`config.mk`:
```
export PLATFORM = sky130hd
export DESIGN_NAME = receiver
export DESIGN_NICKNAME = d
export VERILOG_FILES = /design/src/rtl/receiver.sv
export SDC_FILE = /design/constraint.sdc
export NUM_CORES = 1
export LEC_CHECK = 0
export BUFFER_PORTS_ARGS = -buffer_cell sky130_fd_sc_hd__buf_2
export CAP_MARGIN = 20
export CORE_AREA = 2 2 60 62
export DETAILED_ROUTE_END_ITERATION = 8
export DIE_AREA = 0 0 62 64
export PLACE_DENSITY = 0.83
export SYNTH_ARGS = -nofsm -noshare
export SYNTH_HDL_FRONTEND = slang
export SYNTH_SLANG_ARGS = --single-unit
```
`constraint.sdc`:
```
create_clock -name clk -period 5.35 [get_ports clk]
set_input_delay 0.2675 -clock clk [delete_from_list [all_inputs] [get_ports clk]]
set_output_delay 0.2675 -clock clk [all_outputs]
set_load 0.005 [all_outputs]
```
`src/rtl/receiver.sv`:
```
// 8N1 UART receiver: synchronized rx, start-bit glitch filter, centre sampling,
// and single-cycle rx_valid / frame_err / overrun strobes toward an RX FIFO.
module receiver #(
  parameter int unsigned BAUD_DIV = 100
) (
  input  logic       clk,
  input  logic       rst_n,
  input  logic       rx,
  input  logic       fifo_full,
  output logic [7:0] rx_data,
  output logic       rx_valid,
  output logic       frame_err,
  output logic       overrun,
  output logic       rx_busy
);

  localparam int unsigned H  = BAUD_DIV / 2;
  localparam int unsigned CW = (BAUD_DIV > 1) ? $clog2(BAUD_DIV) : 1;

  typedef enum logic [2:0] {
    IDLE      = 3'd0,
    START     = 3'd1,
    DATA      = 3'd2,
    STOP      = 3'd3,
    WAIT_IDLE = 3'd4
  } state_t;

  state_t          state;
  logic [CW-1:0]   cnt;
  logic [2:0]      idx;
  logic [7:0]      shift;
  logic            rx_m;
  logic            rx_s;

  // Two-flop synchronizer; idles high so reset looks like an idle line.
  always_ff @(posedge clk or negedge rst_n) begin
    if (!rst_n) begin
      rx_m <= 1'b1;
      rx_s <= 1'b1;
    end else begin
      rx_m <= rx;
      rx_s <= rx_m;
    end
  end

  // Frame FSM with registered strobes; rx_busy tracks the next state.
  always_ff @(posedge clk or negedge rst_n) begin
    if (!rst_n) begin
      state     <= IDLE;
      cnt       <= '0;
      idx       <= '0;
      shift     <= '0;
      rx_data   <= 8'h00;
      rx_valid  <= 1'b0;
      frame_err <= 1'b0;
      overrun   <= 1'b0;
      rx_busy   <= 1'b0;
    end else begin
      rx_valid  <= 1'b0;
      frame_err <= 1'b0;
      overrun   <= 1'b0;
      case (state)
        IDLE: begin
          if (!rx_s) begin
            state   <= START;
            cnt     <= '0;
            rx_busy <= 1'b1;
          end
        end
        START: begin
          if (cnt == CW'(H - 1)) begin
            cnt <= '0;
            if (!rx_s) begin
              state <= DATA;
              idx   <= '0;
            end else begin
              state   <= IDLE;
              rx_busy <= 1'b0;
            end
          end else begin
            cnt <= cnt + CW'(1);
          end
        end
        DATA: begin
          if (cnt == CW'(BAUD_DIV - 1)) begin
            cnt        <= '0;
            shift[idx] <= rx_s;
            idx        <= idx + 3'd1;
            if (idx == 3'd7) state <= STOP;
          end else begin
            cnt <= cnt + CW'(1);
          end
        end
        STOP: begin
          if (cnt == CW'(BAUD_DIV - 1)) begin
            cnt <= '0;
            if (rx_s) begin
              state   <= IDLE;
              rx_busy <= 1'b0;
              if (!fifo_full) begin
                rx_data  <= shift;
                rx_valid <= 1'b1;
              end else begin
                overrun <= 1'b1;
              end
            end else begin
              state     <= WAIT_IDLE;
              frame_err <= 1'b1;
            end
          end else begin
            cnt <= cnt + CW'(1);
          end
        end
        WAIT_IDLE: begin
          // A held-low break stays here so it reports only one frame_err.
          if (rx_s) begin
            state   <= IDLE;
            rx_busy <= 1'b0;
          end
        end
        default: begin
          state   <= IDLE;
          rx_busy <= 1'b0;
        end
      endcase
    end
  end

endmodule

```
Word level (Yosys, flattened, before mapping)
Cells that the tools add are included.
{"block": "op_classes", "n_addsub": 2, "order_cmp": 2, "eq_ne": 14, "n_mux": 36, "bitwise_logic": 2, "n_reduce_logical": 11}
{"op": "$mux 3", "n": 10}
{"op": "$mux 7", "n": 3}
{"op": "$pmux 7 s3", "n": 1}
{"op": "$mux 1", "n": 16}
{"op": "$pmux 3 s5", "n": 1}
{"op": "$ne 2x2->1 const B", "n": 7}
{"op": "$reduce_and 4->1", "n": 3}
{"op": "$bwmux 8", "n": 1}
{"op": "$add 7x1->7 const B", "n": 1}
{"op": "$eq 7x6->1 const B", "n": 1}
{"op": "$eq 7x7->1 const B", "n": 1}
{"op": "$eq 3x2->1 const B", "n": 2}
{"op": "$eq 3x3->1 const B", "n": 2}
{"op": "$pmux 3 s2", "n": 1}
{"op": "$reduce_and 6->1", "n": 1}
{"op": "$pmux 1 s5", "n": 1}
{"op": "$lt 3x4->1 const B", "n": 1}
{"op": "$reduce_and 2->1", "n": 2}
{"op": "$add 3x1->3 const B", "n": 1}
{"op": "$demux 1 s3", "n": 1}
{"op": "$eq 3x1->1 const B", "n": 1}
{"op": "$ge 3x1->1 const B", "n": 1}
{"op": "$logic_not 3->1", "n": 1}
{"op": "$reduce_bool 3->1", "n": 1}
{"op": "other kinds (5)", "n": 6}
{"block": "totals", "register_bits": 35, "in_bits": 4, "out_inout_bits": 12}

Logic depth before layout (Yosys ltp)
Gate-level depths: netlist of the first run.
{"block": "logic_depth", "depth_word": 5, "mapped_depth": 6, "ltp_nobuf": 6}

Worst setup path after synthesis of the first run
Ideal clock, no wire load.
{"block": "synth_timing", "kind": "register to register", "start": "register cnt[0]", "end": "register rx_data[0]", "setup_ps": 125, "arrival_time_ps": 1661, "required_ps": 5225, "setup_slack_ps": 3565, "path_stages_with_launch": 6, "n_path_buf": 0, "synth_period_minus_slack_ps": 1785, "path_cell_list": "dfrtp_1 ha_1 nor2b_1 nand4_4 nor3_4 mux2_2"}
{"block": "synth_via", "elab_chain_len": 2}
{"item": "start: declaration", "line_no": "29", "rtl": "logic [CW-1:0] cnt;"}
{"item": "start signal: assignment", "line_no": "81", "rtl": "cnt <= cnt + CW'(1);"}
{"item": "start signal: assignment", "line_no": "91", "rtl": "cnt <= cnt + CW'(1);"}
{"item": "start signal: assignment", "line_no": "111", "rtl": "cnt <= cnt + CW'(1);"}
{"item": "$eq 7x7->1", "line_no": "95", "rtl": "if (cnt == CW'(BAUD_DIV - 1)) begin"}
{"item": "$reduce_and 4->1 (no line)"}
{"item": "end signal: assignment", "line_no": "101", "rtl": "rx_data <= shift;"}
{"item": "end: declaration", "line_no": "10", "rtl": "output logic [7:0] rx_data,"}
No other way between the ends.
A chain may end at the register's enable or synchronous reset.

Worst setup path in the final report of the first run
{"block": "layout_timing", "start": "register cnt[0]", "end": "register shift[2]"}
{"block": "layout_via", "elab_chain_len": 2}
{"item": "$eq 7x7->1", "line_no": "85", "rtl": "if (cnt == CW'(BAUD_DIV - 1)) begin"}
{"item": "$reduce_and 2->1 (no line)"}
{"item": "end signal: indexed assignment", "line_no": "87", "rtl": "shift[idx] <= rx_s;"}
{"item": "end: declaration", "line_no": "31", "rtl": "logic [7:0] shift;"}
No other way between the ends.

==> flow_metrics.py, run 1 <==
metrics = {
    "routing": {
        "met3WireLength_microns": 127,
        "antenna_violating_nets_post_route": 0,
        "detailroute.wirelength.met2_microns": 1550,
        "drt-total-wl_microns": 3070,
        "routed_vias": 1229,
        "highest-signal-layer": "met4",
        "dr.pass1.iters": 4,
        "drcViolationCount": 0,
        "wire_per_inst_microns": 14.4,
        "first_iteration_detailed_routing_drc_count": 88,
        "vias_per_cell": 5.77,
        "wl_met1_microns": 1340,
    },
    "setup_path": {
        "worst_ep_arrival_time_ns": 2.51,
        "r2r_setup_slack_ns": 3.08,
        "worst_path_largest_cell_delay_ns": 0.72,
        "sort_of_element_at_the_end_of_the_critical_path": "register",
        "timing.critical_path.buf_inv": 0,
        "start_point_of_the_critical_path": "cnt[0]",
        "critical_path_required_ns": 5.59,
        "worstPathCellList": "ha_1 -> nand2b_1 -> nor4_2 -> and4bb_2 -> mux2_2",
        "crit_family": "simple AND/OR/NAND/NOR gates",
        "regToRegStartpoint": "cnt[0]",
        "cpMaxStageDelayCell": "sky130_fd_sc_hd__nor4_2",
        "critical_path_class": "register to register",
        "critical_path.max_fanout": 11,
        "worst_setup_sp_type": "register",
    },
    "global_routing": {
        "global_route_wire_length_before_repair_microns": 5440,
        "largest_net_degree_at_the_start_of_global_routing": 36,
        "grt_overflow_total": 0,
        "grt.total_usage_pct": 18.6,
        "grt_antenna_before_repair": 0,
        "first_global_vias": 1202,
    },
    "logic_synthesis": {
        "netlist_area_sq_um": 1730,
        "synthDistinctLibCells": 44,
        "synth_edf_count": 0,
        "synthMostInstantiatedCell": "sky130_fd_sc_hd__dfrtp_1",
        "share_of_the_yosys_chip_area_belonging_to_registers_pct": 50.7,
        "largest_cells_by_area_after_synthesis": "sky130_fd_sc_hd__dfrtp_1 (48%), sky130_fd_sc_hd__mux2_2 (10%), sky130_fd_sc_hd__dfstp_2 (3.0%)",
        "synth-seq-cells": 35,
        "leading_area_contributor_after_synthesis": "sky130_fd_sc_hd__dfrtp_1",
        "dominantRegCellSynth": "sky130_fd_sc_hd__dfrtp_1",
        "syn_area_per_cell_sq_um": 11.5,
        "synth_top_cell_area_share_pct": 47.7,
        "synthesis.nets": 158,
        "yosys-top-cells-count": "sky130_fd_sc_hd__dfrtp_1 (33), sky130_fd_sc_hd__mux2_2 (16), sky130_fd_sc_hd__nand2_1 (10)",
        "asyncSetResetFlopFracSynth_pct": 100,
        "synth-warning-count": 0,
        "synth_cells": 150,
    },
    "sta": {
        "finalSetupViolations": 0,
        "rsz_0062_raised_after_global_routing": "false",
        "finalWorstPathRequiredPeriod_ns": 2.27,
        "fin_crit_sh_pct": 42.4,
        "finalHoldWorstSlack_ns": -0.0203,
        "slew_headroom_pct": 46.5,
        "fmax_mhz": 441,
        "timing_hold_violations_final": 33,
        "max_slew.worst_pin.slew_ns": 0.796,
        "drv_slew": 0,
        "setup-tns-final_ns": 0,
        "finClkSkew_ns": 0.00994,
    },
    "floorplan": {
        "start_util_pct": 52.7,
        "die_width_microns": 62,
        "core-area_sq_um": 3280,
        "io_pins": 16,
        "die_h_microns": 64,
        "num_rows": 21,
        "die_area_sq_um": 3970,
    },
    "cts": {
        "post_cts.resized_instances": 0,
        "cts.sink_count": 35,
        "cts_hold_buffers": 0,
        "cts.repair_timing.setup_buffer_count": 0,
        "clock_transition_time_at_the_flip_flop_clock_pins_of_the_worst_setup_and_hold_paths_ns": 0.11,
        "htree_levels": 2,
        "cts_tree": "yes",
        "cts_buffers": 5,
        "clockRootBuffer": "sky130_fd_sc_hd__clkbuf_4",
        "clock_path_buffers": 2,
        "clock_latency_on_the_worst_skew_pair_ns": 0.34,
    },
    "outcome": {
        "run_status": "finished, violations left",
        "failing_checks": "negative hold slack",
    },
    "place": {
        "numPortBuffers": 15,
        "dp_cells": 204,
        "gp_congestion": 0.880,
        "hpwl_microns": 2190,
        "placement.cell_area_sq_um": 1830,
    },
    "power": {
        "power_per_cell_area_nw_per_um2": 242,
        "p_leak_uw": 0.000905,
        "vdd.ir_drop.worst_mv": 0.222,
    },
    "finish": {
        "area.growth.synth_to_final_pct": 11.1,
        "final_cells": 213,
        "finish.utilization_pct": 58.6,
        "count_of_nets_after_finishing": 174,
        "layout.cell_area.non_filler_sq_um": 1920,
        "antenna_cells_inserted": 0,
        "post_route_cells_drive_above_1_share_pct": 28.7,
    },
    "worst_hold_path": {
        "hold_path_class": "input port to async pin",
    },
    "run": {
        "max-cap-violations": 0,
    },
}
power by group:
part | internal (uW) | switching, uW | total, uW
clock network | 98.3 | 91.1 | 189
registers | 266 | 2.13 | 268
logic | 1.56 | 6.07 | 7.63
state kept, by name, summed over array words and instances, names as in the netlist:
signal,cells
cnt,7
frame_err,1
idx,3
overrun,1
rx_busy,1
rx_data,8
rx_m,1
rx_s,1
rx_valid,1
shift,8
state,3
worst paths after layout:
check | to | cells past startpoint
worst max-delay path | shift[2] | 5
worst min-delay path | cnt[6] | 1
worst max register to register | shift[2] | 5
worst min register to register | rx_s | 0
max in group asynchronous | cnt[4] | 1
min in group clk | rx_valid | 2
per-layer routing:
metal / global-route usage [%] / vias up
met5: 0 / -
met4: 7.71 / 0
met3: 6.28 / 6
met2: 28.0 / 29
met1: 24.0 / 596
li1: - / 598
area by class of cell:
cell class / count / area, sq um
Clock buffer: 5 / 37.5
Clock inverter: 3 / 43.8
Fill cell: 272 / 1360
Inverter: 4 / 15.0
Multi-Input combinational cell: 104 / 806
Sequential cell: 35 / 878
Tap cell: 46 / 57.6
Timing Repair Buffer: 16 / 85.1
cell usage in the layout (no fill, tap or decap), drive strengths merged, types with 3 or more instances in the layout:
master	Yosys	layout
nand3	5	5
o21ai	5	5
nor3	3	3
dfrtp	33	33
nand4b	3	3
nor2	9	9
mux2	17	17
and4bb	4	4
clkbuf	4	5
buf	3	15
o211ai	3	3
nor2b	4	4
nand2	10	10
a21oi	7	7
nand4	3	3
ha	4	4
nand2b	3	3
inv	4	4
per-stage QoR:
step | setup WS (ns) | power, uW | hold WS [ns]
finish | 3.08 | 465 | -0.0203
global route | 2.88 | 489 | 0.0119
CTS | 3.09 | 469 | 0.00549
detailed placement | 3.11 | 281 | 0.349
global placement | 3.17 | 280 | 0.346
floorplan | 3.56 | 274 | -0.0281
cells by family after synthesis:
logic type,share of synthesized area [%]
buffers and inverters,2.75
adder cells (fa/ha/maj),2.89
AND/OR/NAND/NOR,19.3
AO/OA/AOI/OAI,13.3
multiplexers,11.1
flip-flops,50.7
worst register-to-register path: stages, from the launching register on:
cell	delay, ns
sky130_fd_sc_hd__dfrtp_1	0.42
sky130_fd_sc_hd__ha_1	0.23
sky130_fd_sc_hd__nand2b_1	0.13
sky130_fd_sc_hd__nor4_2	0.72
sky130_fd_sc_hd__and4bb_2	0.35
sky130_fd_sc_hd__mux2_2	0.33
No activity file was read; power rests on OpenSTA's default activity.
==> inputs of run 2 (changes only) <==
==> constraint.sdc (replaced) <==
create_clock -name clk -period 2.1 [get_ports clk]
set_input_delay 0.105 -clock clk [delete_from_list [all_inputs] [get_ports clk]]
set_output_delay 0.105 -clock clk [all_outputs]
set_load 0.005 [all_outputs]
==> run 2 against run 1 <==
Effect of this change: the run now ends clean; fmax is 16% higher; final area is 4.9% higher; register-to-register slack worse by 2.9 ns; global-route usage is 0.88 points higher; largest cell class unchanged; largest power group unchanged.
==> flow_metrics.py, run 2 (synthesis gave the netlist of run 1 again) <==
metrics = {
    "power": {
        "vdd.ir_drop.worst_mv": 0.353,
        "power.internal_uw": 1050,
        "pwr-share-seq_pct": 51.8,
        "switching_share_pct": 19.3,
        "totalPowerFinal_uw": 1310,
        "comb_power_share_pct": 2.2,
        "p_leak_uw": 0.000957,
        "switchingPower_uw": 253,
        "power_per_cell_area_nw_per_um2": 648,
        "clock_power_share_pct": 46.0,
    },
    "setup_path": {
        "r2r_setup_slack_ns": 0.15,
        "worst-r2r-cell-count": 6,
        "sort_of_element_at_the_end_of_the_critical_path": "register",
        "critical_path_required_ns": 2.34,
        "worst_ep_arrival_time_ns": 2.19,
        "regToRegStartpoint": "cnt[0]",
        "critical_path_class": "register to register",
        "rr_endpoint": "rx_data[1]",
        "critical_path.max_fanout": 9,
        "worst_setup_sp_type": "register",
    },
    "place": {
        "place_worst_setup_slack_ns": 0.0549,
        "numPortBuffers": 15,
        "hpwl_microns": 2400,
        "gp_congestion": 0.871,
    },
    "floorplan": {
        "start_util_pct": 52.7,
        "core-area_sq_um": 3280,
        "die_area_sq_um": 3970,
        "die_h_microns": 64,
        "io_pins": 16,
        "num_rows": 21,
        "die_width_microns": 62,
    },
    "cts": {
        "clock_path_buffers": 2,
        "cts_tree": "yes",
        "clock_latency_on_the_worst_skew_pair_ns": 0.35,
        "post_cts.resized_instances": 0,
        "clock_transition_time_at_the_flip_flop_clock_pins_of_the_worst_setup_and_hold_paths_ns": 0.11,
        "cts_buffers": 5,
        "cts.sink_count": 35,
        "htree_levels": 2,
        "clockRootBuffer": "sky130_fd_sc_hd__clkbuf_4",
    },
    "sta": {
        "drv_slew": 0,
        "max_slew.worst_pin.slew_ns": 0.753,
        "rsz_0062_raised_after_global_routing": "false",
        "finalHoldWorstSlack_ns": 0.0652,
        "timing_hold_violations_final": 0,
        "finalWorstPathRequiredPeriod_ns": 1.95,
        "slew_headroom_pct": 49.8,
        "setup_ws_ns": 0.148,
        "setup-tns-final_ns": 0,
        "fmax_mhz": 512,
        "finalSetupViolations": 0,
        "finClkSkew_ns": 0.0105,
        "fin_crit_sh_pct": 92.9,
    },
    "outcome": {
        "run_status": "completed",
    },
    "run": {
        "max-cap-violations": 0,
    },
    "finish": {
        "layout_commonest_cell": "sky130_fd_sc_hd__dfrtp_1",
        "final_cell_mix": "sky130_fd_sc_hd__dfrtp_1 (33), sky130_fd_sc_hd__mux2_2 (16), sky130_fd_sc_hd__buf_2 (15)",
        "antenna_cells_inserted": 0,
        "finish.utilization_pct": 61.4,
        "post_route_cells_drive_above_1_share_pct": 30.9,
        "count_of_nets_after_finishing": 182,
        "reg_top3": "rx_data (8), shift (8), cnt (7)",
        "area.growth.synth_to_final_pct": 16.5,
    },
    "routing": {
        "routed_vias": 1289,
        "dr.pass1.iters": 4,
        "drt-total-wl_microns": 3430,
        "antenna_violating_nets_post_route": 0,
        "vias_per_cell": 5.83,
        "wire_per_inst_microns": 15.5,
        "drcViolationCount": 0,
        "first_iteration_detailed_routing_drc_count": 119,
    },
    "global_routing": {
        "global_route_wire_length_before_repair_microns": 5710,
        "grt.total_usage_pct": 19.5,
        "grt_overflow_total": 0,
        "first_global_vias": 1209,
        "largest_net_degree_at_the_start_of_global_routing": 36,
        "grt_antenna_before_repair": 0,
    },
    "worst_hold_path": {
        "hold_path_class": "input port to register",
        "hold_path_end": "overrun",
        "hold_depth": 3,
        "worstHoldStart": "fifo_full",
    },
}
run 2: cell types whose count changed in the layout (fill, tap and decap cells not counted), sizes merged:
cell         before  now
clkinv            2    0
bufinv            1    2
dlygate4sd3       1    2
buf              15   22
clkbuf            5    6
run 2: what timing repair did:
| item | CTS | global route |
|---|---|---|
| setup endpoints to repair | 0 | 8 |
| endpoints found under the hold margin | 34 | 0 |
| setup buffers | 0 | 1 |
| hold buffers | 2 | 0 |
run 2: through the flow:
stage / cell area [sq um] / instances
floorplan: 1730 / 150
detailed placement: 1880 / 210
CTS: 2000 / 220
global placement: 1880 / 210
finish: 2020 / 221
global route: 2020 / 221
run 2: area by class of cell:
cell class / instances / area (sq um)
repair buffers: 24 / 160
well taps: 46 / 57.6
clock inverters: 2 / 60.1
inverters: 4 / 15.0
multi-input cells: 104 / 806
fillers: 251 / 1270
flip-flops and latches: 35 / 878
clock buffers: 6 / 41.3
run 2: layer usage:
metal	track usage [%]	part of all wire [%]	up-vias
met1	25.6	46	640
li1	-	-	611
met5	0	0	-
met2	29.4	48	28
met4	8.24	2.8	0
met3	5.47	2.8	10
run 2: how the worst max path moves through the flow:
stage | start | endpoint | slack (ns) | depth (start not counted)
final | cnt[0] | rx_data[1] | 0.15 | 6
after floorplan | cnt[0] | rx_data[0] | 0.31 | 5
after detailed placement | cnt[0] | rx_data[1] | 0.05 | 5
after global routing | cnt[0] | cnt[5] | 0.02 | 5
after global placement | cnt[0] | rx_data[2] | 0.18 | 5
after CTS | cnt[0] | rx_data[1] | 0.05 | 5
run 2: power by group through the flow:
stage / clock network [uW] / registers, uW / logic (uW)
floorplan: 0 / 691 / 6.43
global placement: 0 / 691 / 24.6
detailed placement: 0 / 691 / 26.2
CTS: 605 / 678 / 29.4
global route: 645 / 678 / 32.1
finish: 602 / 678 / 28.6
run 2: critical path, stage by stage, from the launching register on:
cell and delay [ns]:
sky130_fd_sc_hd__dfrtp_1 0.42, sky130_fd_sc_hd__ha_1 0.22, sky130_fd_sc_hd__nor2b_1 0.30, sky130_fd_sc_hd__nand4_4 0.18
sky130_fd_sc_hd__nor3_4 0.23, sky130_fd_sc_hd__buf_12 0.15, sky130_fd_sc_hd__mux2_2 0.34
